<file path="src/rtl/io_map_pkg.sv">
// IO window address map, decode results and request payload for the IO responder.
package io_map_pkg;

  localparam logic [31:0] IO_BASE_DEFAULT = 32'hFFFF_FC00;
  localparam int unsigned WIN_BITS        = 10;

  localparam logic [WIN_BITS-1:0] OFF_LED   = 10'h060;
  localparam logic [WIN_BITS-1:0] OFF_BLINK = 10'h064;
  localparam logic [WIN_BITS-1:0] OFF_SW    = 10'h070;

  typedef enum logic [2:0] {
    DEC_LED,
    DEC_BLINK,
    DEC_SW,
    DEC_UNMAPPED,
    DEC_OUTSIDE
  } dec_e;

  typedef struct packed {
    logic        read;
    logic        write;
    logic [31:0] addr;
    logic [31:0] wdata;
  } io_req_t;

  // Misaligned offsets never match a register, so they fall into DEC_UNMAPPED.
  function automatic dec_e decode(input logic [31:0] addr, input logic [31:0] base);
    dec_e d;
    if (addr[31:WIN_BITS] != base[31:WIN_BITS]) begin
      d = DEC_OUTSIDE;
    end else begin
      case (addr[WIN_BITS-1:0])
        OFF_LED:   d = DEC_LED;
        OFF_BLINK: d = DEC_BLINK;
        OFF_SW:    d = DEC_SW;
        default:   d = DEC_UNMAPPED;
      endcase
    end
    return d;
  endfunction

endpackage

</file>
<file path="src/rtl/sw_debouncer.sv">
// Two-flop synchroniser plus stability counter for the raw switch pins.
module sw_debouncer #(
  parameter int unsigned WIDTH  = 16,
  parameter int unsigned CYCLES = 20000
) (
  input  logic             clk,
  input  logic             rst_n,
  input  logic [WIDTH-1:0] raw,
  output logic [WIDTH-1:0] stable
);

  localparam int unsigned CNT_W = $clog2(CYCLES + 1);

  logic [WIDTH-1:0] sync1;
  logic [WIDTH-1:0] sync2;
  logic [CNT_W-1:0] cnt;

  always_ff @(posedge clk) begin
    if (!rst_n) begin
      sync1  <= '0;
      sync2  <= '0;
      stable <= '0;
      cnt    <= '0;
    end else begin
      sync1 <= raw;
      sync2 <= sync1;
      if (sync2 == stable) begin
        cnt <= '0;
      end else if (cnt >= CNT_W'(CYCLES - 1)) begin
        stable <= sync2;
        cnt    <= '0;
      end else if (cnt != '1) begin
        cnt <= cnt + CNT_W'(1);
      end
    end
  end

endmodule

</file>
<file path="src/rtl/io_responder.sv">
// Peripheral end of the CPU IO bus: LED register, debounced switches, 1-cycle read response.
// Optional blink control register at offset 0x064 enabled by IO_LED_BLINK_EN.
module io_responder
  import io_map_pkg::*;
#(
  parameter int unsigned SW_WIDTH        = 16,
  parameter int unsigned LED_WIDTH       = 16,
  parameter int unsigned DEBOUNCE_CYCLES = 20000,
  parameter logic [31:0] IO_BASE         = IO_BASE_DEFAULT
) (
  input  logic                 clk,
  input  logic                 rst_n,
  input  logic                 io_read,
  input  logic                 io_write,
  input  logic [31:0]          addr,
  input  logic [31:0]          wdata,
  output logic [31:0]          rdata,
  output logic                 rdata_valid,
  output logic                 bus_err,
  output logic [LED_WIDTH-1:0] led_out,
  input  logic [SW_WIDTH-1:0]  sw_in
);

  localparam int unsigned PRESC_W = 24;

  io_req_t              req;
  dec_e                 dec;
  logic [SW_WIDTH-1:0]  sw_stable;
  logic [LED_WIDTH-1:0] led_q;
  logic [LED_WIDTH-1:0] led_d;
  logic [LED_WIDTH-1:0] led_mask_d;
  logic [31:0]          rdata_d;
  logic                 valid_d;
  logic                 err_d;
  logic                 blink_q;
  logic                 blink_d;
  logic                 unused_bits;

  assign req         = '{read: io_read, write: io_write, addr: addr, wdata: wdata};
  assign unused_bits = ^req.wdata;

  sw_debouncer #(
    .WIDTH  (SW_WIDTH),
    .CYCLES (DEBOUNCE_CYCLES)
  ) u_sw_debouncer (
    .clk    (clk),
    .rst_n  (rst_n),
    .raw    (sw_in),
    .stable (sw_stable)
  );

`ifdef IO_LED_BLINK_EN
  logic [PRESC_W-1:0] presc_q;
  logic               phase_q;
  logic               phase_d;

  assign phase_d    = phase_q ^ (presc_q == '1);
  assign led_mask_d = {LED_WIDTH{blink_d & phase_d}};

  // Free-running prescaler; phase flips on each wrap.
  always_ff @(posedge clk) begin
    if (!rst_n) begin
      presc_q <= '0;
      phase_q <= 1'b0;
      blink_q <= 1'b0;
    end else begin
      presc_q <= presc_q + PRESC_W'(1);
      phase_q <= phase_d;
      blink_q <= blink_d;
    end
  end
`else
  assign led_mask_d = '0;
  assign blink_q    = 1'b0;
`endif

  // Decode and response; a simultaneous read+write performs the write and flags an error.
  always_comb begin
    dec     = decode(req.addr, IO_BASE);
    led_d   = led_q;
    blink_d = blink_q;
    rdata_d = rdata;
    valid_d = 1'b0;
    err_d   = 1'b0;
`ifndef IO_LED_BLINK_EN
    if (dec == DEC_BLINK) dec = DEC_UNMAPPED;
`endif
    if (dec != DEC_OUTSIDE) begin
      if (req.write) begin
        case (dec)
          DEC_LED:   led_d   = LED_WIDTH'(req.wdata);
          DEC_BLINK: blink_d = req.wdata[0];
          default:   err_d   = 1'b1;
        endcase
        if (req.read) err_d = 1'b1;
      end else if (req.read) begin
        valid_d = 1'b1;
        case (dec)
          DEC_LED:   rdata_d = 32'(led_q);
          DEC_SW:    rdata_d = 32'(sw_stable);
          DEC_BLINK: rdata_d = {31'd0, blink_q};
          default: begin
            rdata_d = '0;
            err_d   = 1'b1;
          end
        endcase
      end
    end
  end

  always_ff @(posedge clk) begin
    if (!rst_n) begin
      led_q       <= '0;
      led_out     <= '0;
      rdata       <= '0;
      rdata_valid <= 1'b0;
      bus_err     <= 1'b0;
    end else begin
      led_q       <= led_d;
      led_out     <= led_d ^ led_mask_d;
      rdata       <= rdata_d;
      rdata_valid <= valid_d;
      bus_err     <= err_d;
    end
  end

endmodule
</file>
<file path="config.mk">
export PLATFORM = sky130hd
export DESIGN_NAME = io_responder
export DESIGN_NICKNAME = d
export VERILOG_FILES = /design/src/rtl/io_map_pkg.sv /design/src/rtl/sw_debouncer.sv /design/src/rtl/io_responder.sv
export SDC_FILE = /design/constraint.sdc
export NUM_CORES = 1
export LEC_CHECK = 0
export BUFFER_PORTS_ARGS = -buffer_cell sky130_fd_sc_hd__clkbuf_2
export CAP_MARGIN = 20
export CORE_ASPECT_RATIO = 0.9
export CORE_UTILIZATION = 47
export CTS_CLUSTER_SIZE = 12
export DETAILED_ROUTE_END_ITERATION = 12
export HOLD_SLACK_MARGIN = 0.05
export PLACE_DENSITY = 0.85
export SKIP_CTS_REPAIR_TIMING = 1
export SLEW_MARGIN = 15
export SYNTH_ARGS = -nofsm -noshare
export SYNTH_HDL_FRONTEND = slang
export SYNTH_HIERARCHICAL = 1
export SYNTH_SLANG_ARGS = --single-unit
export TNS_END_PERCENT = 100
</file>
<file path="constraint.sdc">
create_clock -name clk -period 1.9 [get_ports clk]
set_clock_uncertainty 0.05 [all_clocks]
set_input_delay 0.19 -clock clk [delete_from_list [all_inputs] [get_ports clk]]
set_output_delay 0.19 -clock clk [all_outputs]
set_load 0.01 [all_outputs]
</file>
==> results.rst, run 1 <==
.. list-table::
   :header-rows: 1

   * - Metric
     - Value
   * - Via count of the first global-routing pass
     - 3,438
   * - Share of synthesized registers carrying an async set or reset
     - 0
   * - Proportion of synthesized chip area in sequential cells
     - 0.431
   * - Outcome
     - finished clean
   * - Internal
     - 2.75 mW
   * - Initial antenna violation count
     - 0
   * - Wire length of the first global-routing pass
     - 16,400 microns
   * - P per Cell Area
     - 662 nW/um^2
   * - Slew at the pin closest to its max-slew limit
     - 0.746 ns
   * - WHS
     - 0.106 ns
   * - Avg Cell Area, Syn
     - 9.26 sq um
   * - Longest Clk Path Bufs
     - 2
   * - Gr usage total
     - 0.208
   * - Part of the total power dissipated in sequential elements
     - 0.563
   * - Leakage power
     - 2.14 nW
   * - Minimum period implied by the final worst setup slack
     - 1.81 ns
   * - Critical Path RT
     - 2.14 ns
   * - Die H
     - 94.9 microns
   * - Primary flip-flop cell chosen by synthesis mapping
     - sky130_fd_sc_hd__dfxtp_1
   * - Setup TNS
     - 0 ns
   * - Chip width
     - 105 microns
   * - Clock transition at path regs
     - 0.10 ns
   * - Worst-case vdd ir drop
     - 0.528 mV
   * - H-tree lvl count
     - 3
   * - Tcrit/Tclk final
     - 0.951
   * - Maximum clock rate
     - 0.554 GHz
   * - Clock net sink count
     - 97
   * - Dominant cells by area after synthesis
     - sky130_fd_sc_hd__dfxtp_1 (43%), sky130_fd_sc_hd__mux2i_1 (7.5%), sky130_fd_sc_hd__nand4_1 (6.0%)
   * - Basic-gate share of the synthesized area counting and, or, nand and nor cells
     - 0.234
   * - Largest area contributor in the synthesized netlist
     - sky130_fd_sc_hd__dfxtp_1
   * - Worst reg2reg path depth
     - 7
   * - Yosys warns
     - 6
   * - Worst Hold Path Cells
     - 3
   * - Initial standard-cell utilization of the core
     - 0.490
   * - Kind of end point of the critical path
     - register
   * - Die footprint
     - 9990 sq um
   * - Clock network fraction of total power
     - 0.352
   * - Number of synthesized flops with an enable pin
     - 0
   * - Sum of routed wire length over all layers
     - 11,100 microns
   * - Post-DP HPWL
     - 7500 microns
   * - Combined area of all synthesized cells
     - 4510 sq um
   * - Synth-to-layout area growth
     - 24.5%
   * - Global-route congestion overflow total
     - 0
   * - NetSw
     - 967 uW
   * - Share of the synthesized netlist area taken by xor and xnor gates
     - 0.0427
   * - Rel. slew slack
     - 0.503
   * - Layout Nets
     - 693
   * - Combinational family with the most area after synthesis
     - simple AND/OR/NAND/NOR gates
   * - Final count of pins violating max slew
     - 0
   * - Antenna diode count
     - 0
   * - Number of unique standard cell types used by synthesis
     - 47
   * - Number of filler cells placed in the layout
     - 717
   * - Final RePlAce weighted congestion
     - 0.857
   * - Buffer type at the clock tree root
     - sky130_fd_sc_hd__clkbuf_8
   * - Final number of hold-violating endpoints
     - 0
   * - Multi-input gate area
     - 2300 sq um
   * - Count of standard-cell rows
     - 33
   * - Yosys top cell area share
     - 0.431
   * - Comb power frac
     - 0.085
   * - Total of buffers placed on input and output ports
     - 101
   * - Pin count of the biggest net entering global routing
     - 37
   * - Sequential cell area in the final layout
     - 1940 sq um
   * - Share of cell area taken by muxes after synthesis
     - 0.0755
   * - Mean number of vias per cell
     - 5.49
   * - Wire per inst
     - 15.1 microns
   * - Detailed-route via count
     - 4,038
   * - Critical path arrival
     - 2.05 ns
   * - Core footprint
     - 9210 sq um
   * - Setup Viol. Count Final
     - 0
   * - DRT iter0 DRCs
     - 277
   * - Total clock buffers created by CTS
     - 9
   * - Max-capacitance violation count
     - 0
   * - Clk_lat worst skew
     - 0.37 ns
   * - Total of flip-flops plus latches after synthesis
     - 97
   * - Fraction of layout cells with a size suffix above 1
     - 0.263
   * - Number of cells produced by synthesis
     - 487
   * - TritonCTS clock tree
     - done
   * - WS Path Type
     - register to register
   * - Worst hold-check path type
     - input pin to register
   * - Adder and majority cell fraction of the synthesized area
     - 0.00277
   * - Maximum fanout encountered on the critical timing path
     - 16
   * - Synth Area in Compound Gates
     - 0.135
   * - Net switching share of the total power
     - 0.260
   * - Remaining number of nets flagged by the antenna check after routing
     - 0
   * - Residual DRC
     - 0
   * - Number of search-and-repair iterations in the first detailed-routing pass
     - 5
   * - Critical Path Source Type
     - register
   * - RSZ-0062 raised after global routing
     - false
   * - Top-level port count
     - 134
[critical path, cell delays in order, from the launching register on]
cell and delay, ns:
sky130_fd_sc_hd__dfxtp_1 0.41, sky130_fd_sc_hd__ha_2 0.25, sky130_fd_sc_hd__a21oi_1 0.05, sky130_fd_sc_hd__o21ai_0 0.27
sky130_fd_sc_hd__a21oi_2 0.16, sky130_fd_sc_hd__nor2_4 0.14, sky130_fd_sc_hd__buf_12 0.17, sky130_fd_sc_hd__mux2i_1 0.23
[final cells by class]
| class | count | share of cell area |
|---|---|---|
| multi-input cells | 344 | 0.410 |
| flip-flops and latches | 97 | 0.346 |
| repair buffers | 153 | 0.181 |
| well taps | 122 | 0.0272 |
| clock buffers | 9 | 0.0221 |
| clock inverters | 7 | 0.0118 |
| inverters | 3 | 0.00201 |
[cell usage after synthesis (all sizes together) (4+ instances only)]
cell type  number
and3            4
nand2          41
and2           33
a21oi          44
clkbuf         30
o21ai           4
nand3           7
mux2i          34
buf            28
nor4           18
nor2           18
xnor2          21
dfxtp          97
o31ai          31
nand4          43
[stage by stage]
step	cells	power (mW)	utilization	cell area [sq um]	setup WS [ns]
floorplan	502	2.31	-	4570	-0.0916
global placement	684	2.38	0.549	5050	-0.0105
detailed placement	684	2.39	0.549	5050	-0.0319
CTS	700	3.67	0.570	5250	-0.00152
global route	735	3.87	0.610	5610	0.0222
finish	735	3.72	0.610	5610	0.0936
[cells by family after synthesis]
logic type	count (synthesis)
simple gates	183
flops	97
compound gates	88
buf+inv	61
mux	34
xor+xnor	22
fa+ha+maj	1
other cells	1
[metal layers]
metal,share of wire,GRT usage,up-vias
met4,0.018,0.0587,0
met2,0.50,0.356,164
li1,-,-,1975
met1,0.42,0.266,1878
met5,0,0,-
met3,0.054,0.0449,21
[cells in the final DEF (no fill, tap or decap), types with 2 or more instances in the layout]
cell type / instances
sky130_fd_sc_hd__a211oi_1: 2
sky130_fd_sc_hd__a21oi_1: 43
sky130_fd_sc_hd__a31oi_1: 3
sky130_fd_sc_hd__and2_1: 33
sky130_fd_sc_hd__and3_1: 3
sky130_fd_sc_hd__and4_1: 3
sky130_fd_sc_hd__buf_12: 3
sky130_fd_sc_hd__buf_4: 16
sky130_fd_sc_hd__clkbuf_2: 101
sky130_fd_sc_hd__clkbuf_8: 9
sky130_fd_sc_hd__conb_1: 16
sky130_fd_sc_hd__dfxtp_1: 97
sky130_fd_sc_hd__dlygate4sd3_1: 33
sky130_fd_sc_hd__inv_1: 3
sky130_fd_sc_hd__inv_6: 4
sky130_fd_sc_hd__inv_8: 2
sky130_fd_sc_hd__mux2i_1: 34
sky130_fd_sc_hd__nand2_1: 41
sky130_fd_sc_hd__nand2b_1: 3
sky130_fd_sc_hd__nand3_1: 7
sky130_fd_sc_hd__nand4_1: 43
sky130_fd_sc_hd__nor2_1: 16
sky130_fd_sc_hd__nor3_1: 2
sky130_fd_sc_hd__nor4_1: 15
sky130_fd_sc_hd__nor4_4: 2
sky130_fd_sc_hd__o21ai_0: 4
sky130_fd_sc_hd__o31ai_1: 21
sky130_fd_sc_hd__o31ai_2: 9
sky130_fd_sc_hd__or3_1: 3
sky130_fd_sc_hd__xnor2_1: 21
[registers in the layout, summed over array words and instances, names as in the netlist]
register	cells
u_sw_debouncer/sync2	16
u_sw_debouncer/cnt	15
rdata	16
rdata_valid	1
led_q	16
u_sw_debouncer/sync1	16
u_sw_debouncer/stable	16
bus_err	1
[path summary, 6_finish.rpt]
kind / startpoint / slack [ns] / to
setup / recovery: u_sw_debouncer/cnt[0]$_SDFFE_PP0P_ / 0.09 / u_sw_debouncer/stable[10]$_SDFFE_PN0P_
hold / removal: io_write / 0.11 / bus_err$_SDFF_PN0_
setup reg to reg: u_sw_debouncer/cnt[0]$_SDFFE_PP0P_ / 0.09 / u_sw_debouncer/stable[10]$_SDFFE_PN0P_
hold reg to reg: u_sw_debouncer/sync1[10]$_SDFF_PN0_ / 0.39 / u_sw_debouncer/sync2[10]$_SDFF_PN0_
[power groups by stage]
| stage | Sequential (mW) | Combinational (mW) | Clock (mW) |
|---|---|---|---|
| detailed placement | 2.14 | 0.247 | 0 |
| global route | 2.10 | 0.347 | 1.42 |
| CTS | 2.09 | 0.249 | 1.32 |
| floorplan | 2.13 | 0.178 | 0 |
| finish | 2.09 | 0.315 | 1.31 |
| global placement | 2.14 | 0.241 | 0 |
No activity file was read; power rests on OpenSTA's default activity.
==> run 2: changes to the inputs <==
--- a/config.mk
+++ b/config.mk
@@ -5,6 +5,7 @@
 export SDC_FILE = /design/constraint.sdc
 export NUM_CORES = 1
 export LEC_CHECK = 0
+export ABC_AREA = 1
 export BUFFER_PORTS_ARGS = -buffer_cell sky130_fd_sc_hd__clkbuf_2
 export CAP_MARGIN = 20
 export CORE_ASPECT_RATIO = 0.9
@@ -13,6 +14,7 @@
 export DETAILED_ROUTE_END_ITERATION = 12
 export HOLD_SLACK_MARGIN = 0.05
 export PLACE_DENSITY = 0.85
+export SETUP_SLACK_MARGIN = 0.15
 export SKIP_CTS_REPAIR_TIMING = 1
 export SLEW_MARGIN = 15
 export SYNTH_ARGS = -nofsm -noshare
==> results.rst, run 2 <==
.. list-table::
   :header-rows: 1

   * - Metric
     - Value
   * - Outcome
     - finished clean
   * - Total clock buffers created by CTS
     - 9
   * - WHS
     - 0.144 ns
   * - Max-capacitance violation count
     - 0
   * - Die footprint
     - 9980 sq um
   * - Setup TNS
     - 0 ns
   * - Top library cells by usage in the layout, fill and taps aside
     - sky130_fd_sc_hd__nand2_1 (180), sky130_fd_sc_hd__clkbuf_2 (101), sky130_fd_sc_hd__nor2_1 (97)
   * - Die H
     - 94.9 microns
   * - Number of unique standard cell types used by synthesis
     - 34
   * - Synth-to-layout area growth
     - 24.5%
   * - Critical Path Source Type
     - register
   * - Post-DP HPWL
     - 7160 microns
   * - Buffer type at the clock tree root
     - sky130_fd_sc_hd__clkbuf_8
   * - Largest area contributor in the synthesized netlist
     - sky130_fd_sc_hd__dfxtp_1
   * - Remaining number of nets flagged by the antenna check after routing
     - 0
   * - Clk_lat worst skew
     - 0.37 ns
   * - Final count of pins violating max slew
     - 0
   * - Most common cell after layout, fill and taps aside
     - sky130_fd_sc_hd__nand2_1
   * - Final RePlAce weighted congestion
     - 0.842
   * - Number of cells produced by synthesis
     - 649
   * - Avg Cell Area, Syn
     - 6.94 sq um
   * - Maximum fanout encountered on the critical timing path
     - 11
   * - RSZ-0062 raised after global routing
     - false
   * - Primary flip-flop cell chosen by synthesis mapping
     - sky130_fd_sc_hd__dfxtp_1
   * - Register-to-Register Setup Slack
     - 0.30 ns
   * - Residual DRC
     - 0
   * - Longest Clk Path Bufs
     - 2
   * - WS Path Type
     - register to register
   * - Tcrit/Tclk final
     - 0.845
   * - Wire per inst
     - 11.2 microns
   * - Gr usage total
     - 0.205
   * - Yosys warns
     - 6
   * - Leakage power
     - 2.73 nW
   * - Via count of the first global-routing pass
     - 3,669
   * - Setup Viol. Count Final
     - 0
   * - Core Util, Final
     - 0.609
   * - Proportion of synthesized chip area in sequential cells
     - 0.431
   * - Total placed cells including tap cells
     - 859
   * - Global-route congestion overflow total
     - 0
   * - Detailed-route via count
     - 4,227
   * - Antenna diode count
     - 0
   * - Pin count of the biggest net entering global routing
     - 37
   * - Maximum clock rate
     - 0.623 GHz
   * - Mean number of vias per cell
     - 4.66
   * - Worst hold-check path type
     - input pin to register
   * - Total of buffers placed on input and output ports
     - 101
   * - Number of synthesized flops with an enable pin
     - 0
   * - Total power
     - 3.71 mW
   * - Share of synthesized registers carrying an async set or reset
     - 0
   * - TritonCTS clock tree
     - done
   * - Core footprint
     - 9210 sq um
   * - P per Cell Area
     - 662 nW/um^2
   * - Count of standard-cell rows
     - 33
   * - Clock transition at path regs
     - 0.10 ns
   * - Initial standard-cell utilization of the core
     - 0.489
   * - Minimum period implied by the final worst setup slack
     - 1.60 ns
   * - Most frequent cell after synthesis
     - sky130_fd_sc_hd__nand2_1
   * - Worst-case vdd ir drop
     - 0.336 mV
   * - Wire length of the first global-routing pass
     - 16,200 microns
   * - Top-level port count
     - 134
   * - Initial antenna violation count
     - 0
   * - Chip width
     - 105 microns
   * - Critical path arrival
     - 1.82 ns
   * - Dominant cells by area after synthesis
     - sky130_fd_sc_hd__dfxtp_1 (43%), sky130_fd_sc_hd__nand2_1 (15%), sky130_fd_sc_hd__nor2_1 (8.2%)
   * - Yosys top cell area share
     - 0.431
   * - Sum of routed wire length over all layers
     - 10,200 microns
   * - H-tree lvl count
     - 3
   * - Layout Nets
     - 866
   * - Total of flip-flops plus latches after synthesis
     - 97
   * - Count of non-filler cells in the finished layout
     - 908
   * - Combined area of all synthesized cells
     - 4510 sq um
   * - Post-synth top cells
     - sky130_fd_sc_hd__nand2_1 (180), sky130_fd_sc_hd__nor2_1 (98), sky130_fd_sc_hd__dfxtp_1 (97), sky130_fd_sc_hd__inv_1 (76), sky130_fd_sc_hd__nand3_1 (54)
   * - Number of search-and-repair iterations in the first detailed-routing pass
     - 5
   * - Kind of end point of the critical path
     - register
   * - Final number of hold-violating endpoints
     - 0
   * - Critical Path RT
     - 2.11 ns
   * - DRT iter0 DRCs
     - 262
   * - Fraction of layout cells with a size suffix above 1
     - 0.197
   * - Clock net sink count
     - 97
## run 2: changes by cell type in the layout (fill, tap and decap cells not counted), moves of 7 or more
cell | previous run | this run
sky130_fd_sc_hd__inv_1 | 3 | 76
sky130_fd_sc_hd__and2_1 | 33 | 0
sky130_fd_sc_hd__xnor2_1 | 21 | 7
sky130_fd_sc_hd__nand2_1 | 41 | 180
sky130_fd_sc_hd__nor4_1 | 15 | 0
sky130_fd_sc_hd__o21ai_0 | 4 | 11
sky130_fd_sc_hd__mux2i_1 | 34 | 0
sky130_fd_sc_hd__o31ai_1 | 21 | 0
sky130_fd_sc_hd__o21ai_1 | 0 | 11
sky130_fd_sc_hd__nor2_1 | 16 | 97
sky130_fd_sc_hd__o31ai_2 | 9 | 0
sky130_fd_sc_hd__nand3_1 | 7 | 54
sky130_fd_sc_hd__nand4_1 | 43 | 5
## run 2: cells by family (layout without fill, tap and decap cells)
group,Yosys count,in the layout,synth area share
other cells,1,16,0.000832
compound gates,61,61,0.0686
buf+inv,120,242,0.129
xor+xnor,11,11,0.0214
flops,97,97,0.431
fa+ha+maj,1,1,0.00278
simple gates,358,358,0.347
## run 2: worst max-delay path, stage by stage (launching register included)
cell and delay (ns):
sky130_fd_sc_hd__dfxtp_1 0.41, sky130_fd_sc_hd__inv_1 0.06, sky130_fd_sc_hd__nand2_1 0.05, sky130_fd_sc_hd__nand2_1 0.04, sky130_fd_sc_hd__nor2_1 0.12, sky130_fd_sc_hd__nand2_1 0.07
sky130_fd_sc_hd__nor2_1 0.17, sky130_fd_sc_hd__nand2_4 0.14, sky130_fd_sc_hd__buf_4 0.20, sky130_fd_sc_hd__a21oi_1 0.13, sky130_fd_sc_hd__nor2_1 0.06
## run 2: path summary, 6_finish.rpt
kind | endpoint | cells after the start | startpoint
setup reg to reg | u_sw_debouncer/stable[15]$_SDFFE_PN0P_ | 10 | u_sw_debouncer/stable[2]$_SDFFE_PN0P_
hold reg to reg | u_sw_debouncer/sync2[7]$_SDFF_PN0_ | 2 | u_sw_debouncer/sync1[7]$_SDFF_PN0_
hold / removal | bus_err$_SDFF_PN0_ | 3 | io_write
setup / recovery | u_sw_debouncer/stable[15]$_SDFFE_PN0P_ | 10 | u_sw_debouncer/stable[2]$_SDFFE_PN0P_
## run 2: stage by stage
step / cell area [sq um] / worst slack (ns)
after global routing: 5610 / 0.134
after detailed placement: 5050 / 0.211
final: 5610 / 0.295
after global placement: 5050 / 0.227
after CTS: 5250 / 0.191
after floorplan: 4560 / 0.398
## run 2: area by class of cell
type	instances	area, sq um
Clock buffer	10	138
Clock inverter	6	55.1
Fill cell	832	3600
Inverter	80	300
Multi-Input combinational cell	447	2070
Sequential cell	97	1940
Tap cell	122	153
Timing Repair Buffer	146	951
## run 2: metal layers
metal	vias to the layer above	global-route usage	routed length, microns
met2	166	0.365	4910
met3	13	0.0435	622
met4	0	0.0587	119
met5	-	0	0
li1	2225	-	-
met1	1823	0.250	4540
## run 2: power breakdown
part	total, mW	internal (mW)	switching (mW)
Combinational	0.324	0.155	0.169
Clock	1.30	0.542	0.753
Sequential	2.09	2.07	0.0221
Total	3.71	2.77	0.944
